==> src/rtl/fpu_pkg.sv <==
// Shared single-precision float definitions: FSM states, constants and field helpers.
// Reusable by both the sequential multiplier and the combinational divider.
package fpu_pkg;

  typedef enum logic [1:0] {
    ST_IDLE = 2'd0,
    ST_MULT = 2'd1,
    ST_NORM = 2'd2,
    ST_DONE = 2'd3
  } fpu_state_e;

  localparam int          MANT_W   = 24;
  localparam int          EXP_BIAS = 127;
  localparam logic [31:0] QNAN     = 32'h7FC0_0000;
  localparam logic [7:0]  EXP_INF  = 8'hFF;

  function automatic logic f_sign(input logic [31:0] x);
    return x[31];
  endfunction

  function automatic logic [7:0] f_exp(input logic [31:0] x);
    return x[30:23];
  endfunction

  function automatic logic [22:0] f_mant(input logic [31:0] x);
    return x[22:0];
  endfunction

endpackage

==> src/rtl/fpu_mant_mult_seq.sv <==
// Shift-add mantissa multiplier: one partial product per clock, MANT_W clocks per product.
// o_last marks the clock whose edge folds in the final partial product.
module fpu_mant_mult_seq #(
  parameter int MANT_W = 24
) (
  input  logic                  clk,
  input  logic                  rst_n,
  input  logic                  i_start,
  input  logic [MANT_W-1:0]     i_mcand,
  input  logic [MANT_W-1:0]     i_mplier,
  output logic                  o_last,
  output logic [2*MANT_W-1:0]   o_product
);

  localparam int CNT_W = $clog2(MANT_W);

  logic [2*MANT_W-1:0] r_mcand;
  logic [2*MANT_W-1:0] r_acc;
  logic [MANT_W-1:0]   r_mplier;
  logic [CNT_W-1:0]    r_cnt;
  logic                r_run;

  assign o_last    = r_run && (r_cnt == CNT_W'(MANT_W - 1));
  assign o_product = r_acc;

  // Multiplicand walks left and multiplier walks right, so bit cnt adds mcand << cnt.
  always_ff @(posedge clk) begin
    if (!rst_n) begin
      r_mcand  <= '0;
      r_acc    <= '0;
      r_mplier <= '0;
      r_cnt    <= '0;
      r_run    <= 1'b0;
    end else if (i_start) begin
      r_mcand  <= {{MANT_W{1'b0}}, i_mcand};
      r_mplier <= i_mplier;
      r_acc    <= '0;
      r_cnt    <= '0;
      r_run    <= 1'b1;
    end else if (r_run) begin
      if (r_mplier[0]) begin
        r_acc <= r_acc + r_mcand;
      end
      r_mcand  <= r_mcand << 1;
      r_mplier <= r_mplier >> 1;
      if (o_last) begin
        r_run <= 1'b0;
      end else begin
        r_cnt <= r_cnt + CNT_W'(1);
      end
    end
  end

endmodule

==> src/rtl/fpu_multiplication.sv <==
// Sequential IEEE-754 single-precision multiplier with valid/ready handshakes.
// Truncating (no rounding) and flush-to-zero, matching the combinational divider.
module fpu_multiplication #(
  parameter int MANT_W   = fpu_pkg::MANT_W,
  parameter int EXP_BIAS = fpu_pkg::EXP_BIAS
) (
  input  logic        clk,
  input  logic        rst_n,
  input  logic        in_valid,
  output logic        in_ready,
  input  logic [31:0] op_a,
  input  logic [31:0] op_b,
  output logic        out_valid,
  input  logic        out_ready,
  output logic [31:0] result,
  output logic        busy
);

  import fpu_pkg::*;

  fpu_state_e          r_state;
  logic                r_sign;
  logic [7:0]          r_ea;
  logic [7:0]          r_eb;
  logic [31:0]         r_result;
  logic                r_out_valid;

  logic                w_start;
  logic                w_last;
  logic [2*MANT_W-1:0] w_prod;
  logic                w_sign;
  logic                w_special;
  logic [31:0]         w_special_res;
  logic signed [9:0]   w_e_base;
  logic signed [9:0]   w_e;
  logic [22:0]         w_mant;
  logic [31:0]         w_norm_res;
  logic                w_unused_prod;

  assign in_ready      = (r_state == ST_IDLE);
  assign busy          = (r_state != ST_IDLE);
  assign out_valid     = r_out_valid;
  assign result        = r_result;
  assign w_sign        = f_sign(op_a) ^ f_sign(op_b);
  assign w_start       = in_ready && in_valid && !w_special;
  assign w_unused_prod = ^w_prod[22:0];

  // Operand classification: any exponent of 0 or 255 bypasses the mantissa engine.
  always_comb begin
    logic a_zero, b_zero, a_inf, b_inf, a_nan, b_nan;
    a_zero        = (f_exp(op_a) == 8'h00);
    b_zero        = (f_exp(op_b) == 8'h00);
    a_inf         = (f_exp(op_a) == EXP_INF) && (f_mant(op_a) == 23'h0);
    b_inf         = (f_exp(op_b) == EXP_INF) && (f_mant(op_b) == 23'h0);
    a_nan         = (f_exp(op_a) == EXP_INF) && (f_mant(op_a) != 23'h0);
    b_nan         = (f_exp(op_b) == EXP_INF) && (f_mant(op_b) != 23'h0);
    w_special     = 1'b1;
    w_special_res = 32'h0000_0000;
    if (a_nan || b_nan || (a_inf && b_zero) || (b_inf && a_zero)) begin
      w_special_res = QNAN;
    end else if (a_inf || b_inf) begin
      w_special_res = {w_sign, EXP_INF, 23'h0};
    end else if (a_zero || b_zero) begin
      w_special_res = {w_sign, 31'h0};
    end else begin
      w_special = 1'b0;
    end
  end

  // Exponent fits 10-bit signed: worst case 254+254-127+1 = 382, least 1+1-127 = -125.
  always_comb begin
    w_e_base = $signed({2'b00, r_ea}) + $signed({2'b00, r_eb}) - $signed(10'(EXP_BIAS));
    if (w_prod[2*MANT_W-1]) begin
      w_mant = w_prod[46:24];
      w_e    = w_e_base + 10'sd1;
    end else begin
      w_mant = w_prod[45:23];
      w_e    = w_e_base;
    end
    if (w_e >= 10'sd255) begin
      w_norm_res = {r_sign, EXP_INF, 23'h0};
    end else if (w_e <= 10'sd0) begin
      w_norm_res = {r_sign, 31'h0};
    end else begin
      w_norm_res = {r_sign, w_e[7:0], w_mant};
    end
  end

  fpu_mant_mult_seq #(
    .MANT_W   (MANT_W)
  ) u_mant_mult (
    .clk      (clk),
    .rst_n    (rst_n),
    .i_start  (w_start),
    .i_mcand  ({1'b1, f_mant(op_a)}),
    .i_mplier ({1'b1, f_mant(op_b)}),
    .o_last   (w_last),
    .o_product(w_prod)
  );

  // Control FSM; result register is only written on DONE entry so it holds under backpressure.
  always_ff @(posedge clk) begin
    if (!rst_n) begin
      r_state     <= ST_IDLE;
      r_sign      <= 1'b0;
      r_ea        <= 8'h00;
      r_eb        <= 8'h00;
      r_result    <= 32'h0000_0000;
      r_out_valid <= 1'b0;
    end else begin
      case (r_state)
        ST_IDLE: begin
          if (in_valid) begin
            r_sign <= w_sign;
            r_ea   <= f_exp(op_a);
            r_eb   <= f_exp(op_b);
            if (w_special) begin
              r_result    <= w_special_res;
              r_out_valid <= 1'b1;
              r_state     <= ST_DONE;
            end else begin
              r_state <= ST_MULT;
            end
          end
        end
        ST_MULT: begin
          if (w_last) begin
            r_state <= ST_NORM;
          end
        end
        ST_NORM: begin
          r_result    <= w_norm_res;
          r_out_valid <= 1'b1;
          r_state     <= ST_DONE;
        end
        ST_DONE: begin
          if (out_ready) begin
            r_out_valid <= 1'b0;
            r_state     <= ST_IDLE;
          end
        end
        default: begin
          r_out_valid <= 1'b0;
          r_state     <= ST_IDLE;
        end
      endcase
    end
  end

endmodule

==> config.mk <==
export PLATFORM = sky130hd
export DESIGN_NAME = fpu_multiplication
export DESIGN_NICKNAME = d
export VERILOG_FILES = /design/src/rtl/fpu_pkg.sv /design/src/rtl/fpu_mant_mult_seq.sv /design/src/rtl/fpu_multiplication.sv
export SDC_FILE = /design/constraint.sdc
export NUM_CORES = 1
export LEC_CHECK = 0
export ABC_AREA = 1
export CAP_MARGIN = 20
export CORE_ASPECT_RATIO = 1.75
export CORE_MARGIN = 2
export CORE_UTILIZATION = 40
export CTS_CLUSTER_DIAMETER = 120
export DETAILED_ROUTE_END_ITERATION = 10
export SKIP_CTS_REPAIR_TIMING = 1
export SLEW_MARGIN = 25
export SYNTH_ARGS = -nofsm -noshare
export SYNTH_HDL_FRONTEND = slang
export SYNTH_SLANG_ARGS = --single-unit
==> constraint.sdc <==
create_clock -name clk -period 5.7 [get_ports clk]
set_clock_uncertainty 0.2 [all_clocks]
set_input_delay 1.14 -clock clk [delete_from_list [all_inputs] [get_ports clk]]
set_output_delay 1.14 -clock clk [all_outputs]
set_load 0.03 [all_outputs]
==> results.yml <==
timing:
  rsz0062_at_grt: "no"
  holdWs_ns: 0.2665
  fin_crit_ns: 4.339
  fin_tns_setup_ns: 0
  final-max-slew-violation-count: 0
  worst_pin_slew_ns: 0.8560
  fin_crit_sh_pct: 76.12
  finalSetupViolCount: 0
  final_hold_viol_count: 0
  slew_headroom_pct: 42.85
  max_freq_ghz: 0.2305
synthesis:
  yosysWarnings: 0
  synth_top_area_share_pct: 31.04
  syn-mean-instance-area_um2: 6.643
  ys_types: 47
  synth_top_cell_by_area: "dfxtp_1"
  netlist_area_mm2: 0.01148
  ys_seq_elements: 178
  syn_inst: 1728
  seq_area_frac_synth_pct: 31.04
  synth_top_cells_by_area: "dfxtp_1 31%, nand2_1 15%, ha_1 7.4%, a21oi_1 6.7%, nor2_1 5.3%"
  synth_fp_nets: 1866
routing:
  vias: 11318
  drt_pass1_iterations: 5
  drt_iter0_drc: 586
  drc: 0
  wl_mm: 35.98
  vias_per_cell: 5.187
  route.antenna.remaining_nets: 0
  post_drt_wl_per_cell_um: 16.49
critical_path:
  start_kind: "primary input"
  endpoint_kind: "flop"
  cp_max_fo: 23
  crit_required_ns: 5.81
  crit_arrival_ns: 4.45
  criticalPathCategory: "primary input to flop"
layout:
  fillers: 3011
  post-route-util_pct: 46.91
  drive_above_1_share_pct: 6.264
  layout.nets: 1929
  antennaDiodeCount: 0
  final_area_mm2: 0.01333
  layout_commonest_cell: "nand2_1"
  area_delta_synth_final_pct: 16.15
  layout_common_cells: "458 x nand2_1, 176 x dfxtp_1, 162 x nor2_1"
die:
  std_cell_rows: 82
  start_util_pct: 40.39
  ios: 103
  die_y_um: 228.1
  dieArea_mm2: 0.03012
  die_w_um: 132.1
  core_area_mm2: 0.02842
power_and_ir_drop:
  leakage_nw: 5.252
  peakVddDrop_uv: 217.2
  p_per_area_mw_per_mm2: 321.6
  power.total_mw: 4.287
hold_path:
  hp-class: "flop to flop"
grt:
  grt_pass1_wl_mm: 57.49
  grt_overflow_total: 0
  antenna_found_initial: 0
  grt_pass1_vias: 11083
  grt_max_degree: 74
  gr-usage-all-layers_pct: 24.16
cts:
  cts_buffers: 17
  cts_tree: "yes"
  clk_latency_ns: 0.46
  h-tree-depth: 4
  clk_pin_slew_ns: 0.08
  root_buffer: "clkbuf_16"
  clk_path_buf_depth: 2
  cts_num_sinks: 178
placed_design:
  dp_hpwl_mm: 28.14
  placed_area_mm2: 0.01272
  port_buffers: 102
  routabilityCongestion: 0.9622
job:
  drv_cap: 0
outcome:
  outcome: "finished, final reports clean"
[cell families (layout without fill, tap and decap cells)]
| logic type | count (synthesis) | after routing | synth area share [%] |
|---|---|---|---|
| AND/OR/NAND/NOR | 813 | 813 | 30.47 |
| flip-flops | 178 | 178 | 31.04 |
| adder cells (fa/ha/maj) | 70 | 70 | 7.761 |
| AO/OA/AOI/OAI | 391 | 391 | 19.32 |
| XOR/XNOR | 41 | 41 | 3.128 |
| buffers and inverters | 234 | 310 | 8.197 |
| multiplexers | 1 | 1 | 0.08721 |
[cell usage after synthesis (all sizes together)]
cell type / n
a211oi: 13
a21boi: 5
a21o: 6
a21oi: 174
a31o: 1
a31oi: 62
and3: 2
buf: 26
clkbuf: 40
clkinv: 1
dfxtp: 178
fa: 2
ha: 68
inv: 167
mux2i: 1
nand2: 465
nand3: 128
nand3b: 2
nand4: 20
nor2: 170
nor3: 17
nor3b: 1
nor4: 2
o211ai: 2
o21a: 3
o21ai: 116
o21bai: 7
o221ai: 1
o31ai: 1
or2: 6
xnor2: 26
xor2: 15
[path summary, 6_finish.rpt]
path	start	to	slack, ns	cells after the start
setup reg to reg	r_ea[1]	result[1]	1.96	17
setup / recovery	op_a[23]	result[26]	1.36	12
hold reg to reg	r_ea[7]	r_ea[7]	0.27	2
hold / removal	r_ea[7]	r_ea[7]	0.27	2
[per-stage QoR]
stage / cells / worst slack (ns)
global placement: 2149 / 1.047
CTS: 2181 / 1.418
detailed placement: 2149 / 0.9267
floorplan: 1728 / 2.739
global route: 2182 / 1.061
finish: 2182 / 1.361
[worst max-delay path: stages]
cell	delay, ns
clkdlybuf4s50_1	0.51
nand4_1	0.11
nor2_1	0.32
nand4_1	0.24
nand2_1	0.15
nor3_1	0.06
nand2_2	0.13
nand2_1	0.08
nor2_1	0.52
inv_1	0.52
nor2_1	0.54
a21oi_1	0.13
[registers in the layout, summed over array words and instances, names as in the netlist]
| name | flops |
|---|---|
| u_mant_mult.r_run | 1 |
| u_mant_mult.r_cnt | 5 |
| r_eb | 8 |
| r_state | 2 |
| u_mant_mult.r_mcand | 48 |
| r_sign | 1 |
| r_ea | 8 |
| u_mant_mult.o_product | 48 |
| out_valid | 1 |
| result | 32 |
| u_mant_mult.r_mplier | 24 |
[cell type report]
cell class	instances	area, um^2	area share [%]
Clock inverter	15	162.7	1.220
Inverter	168	630.6	4.730
Sequential cell	178	3566	26.75
Timing Repair Buffer	110	1101	8.258
Multi-Input combinational cell	1316	6974	52.31
Clock buffer	17	425.4	3.191
Tap cell	378	473.0	3.547
[routing by layer]
| layer | wire, um | track usage (%) | part of all wire (%) |
|---|---|---|---|
| met1 | 13630 | 24.25 | 38 |
| met2 | 19900 | 47.46 | 55 |
| met3 | 807 | 3.400 | 2.2 |
| met4 | 1647 | 12.02 | 4.6 |
| met5 | 0 | 0 | 0 |
[power breakdown]
group | switching (mW) | internal, mW
Combinational | 1.06 | 0.505
Clock | 0.581 | 0.623
Sequential | 0.116 | 1.40
(Power assumes the default switching activity.)
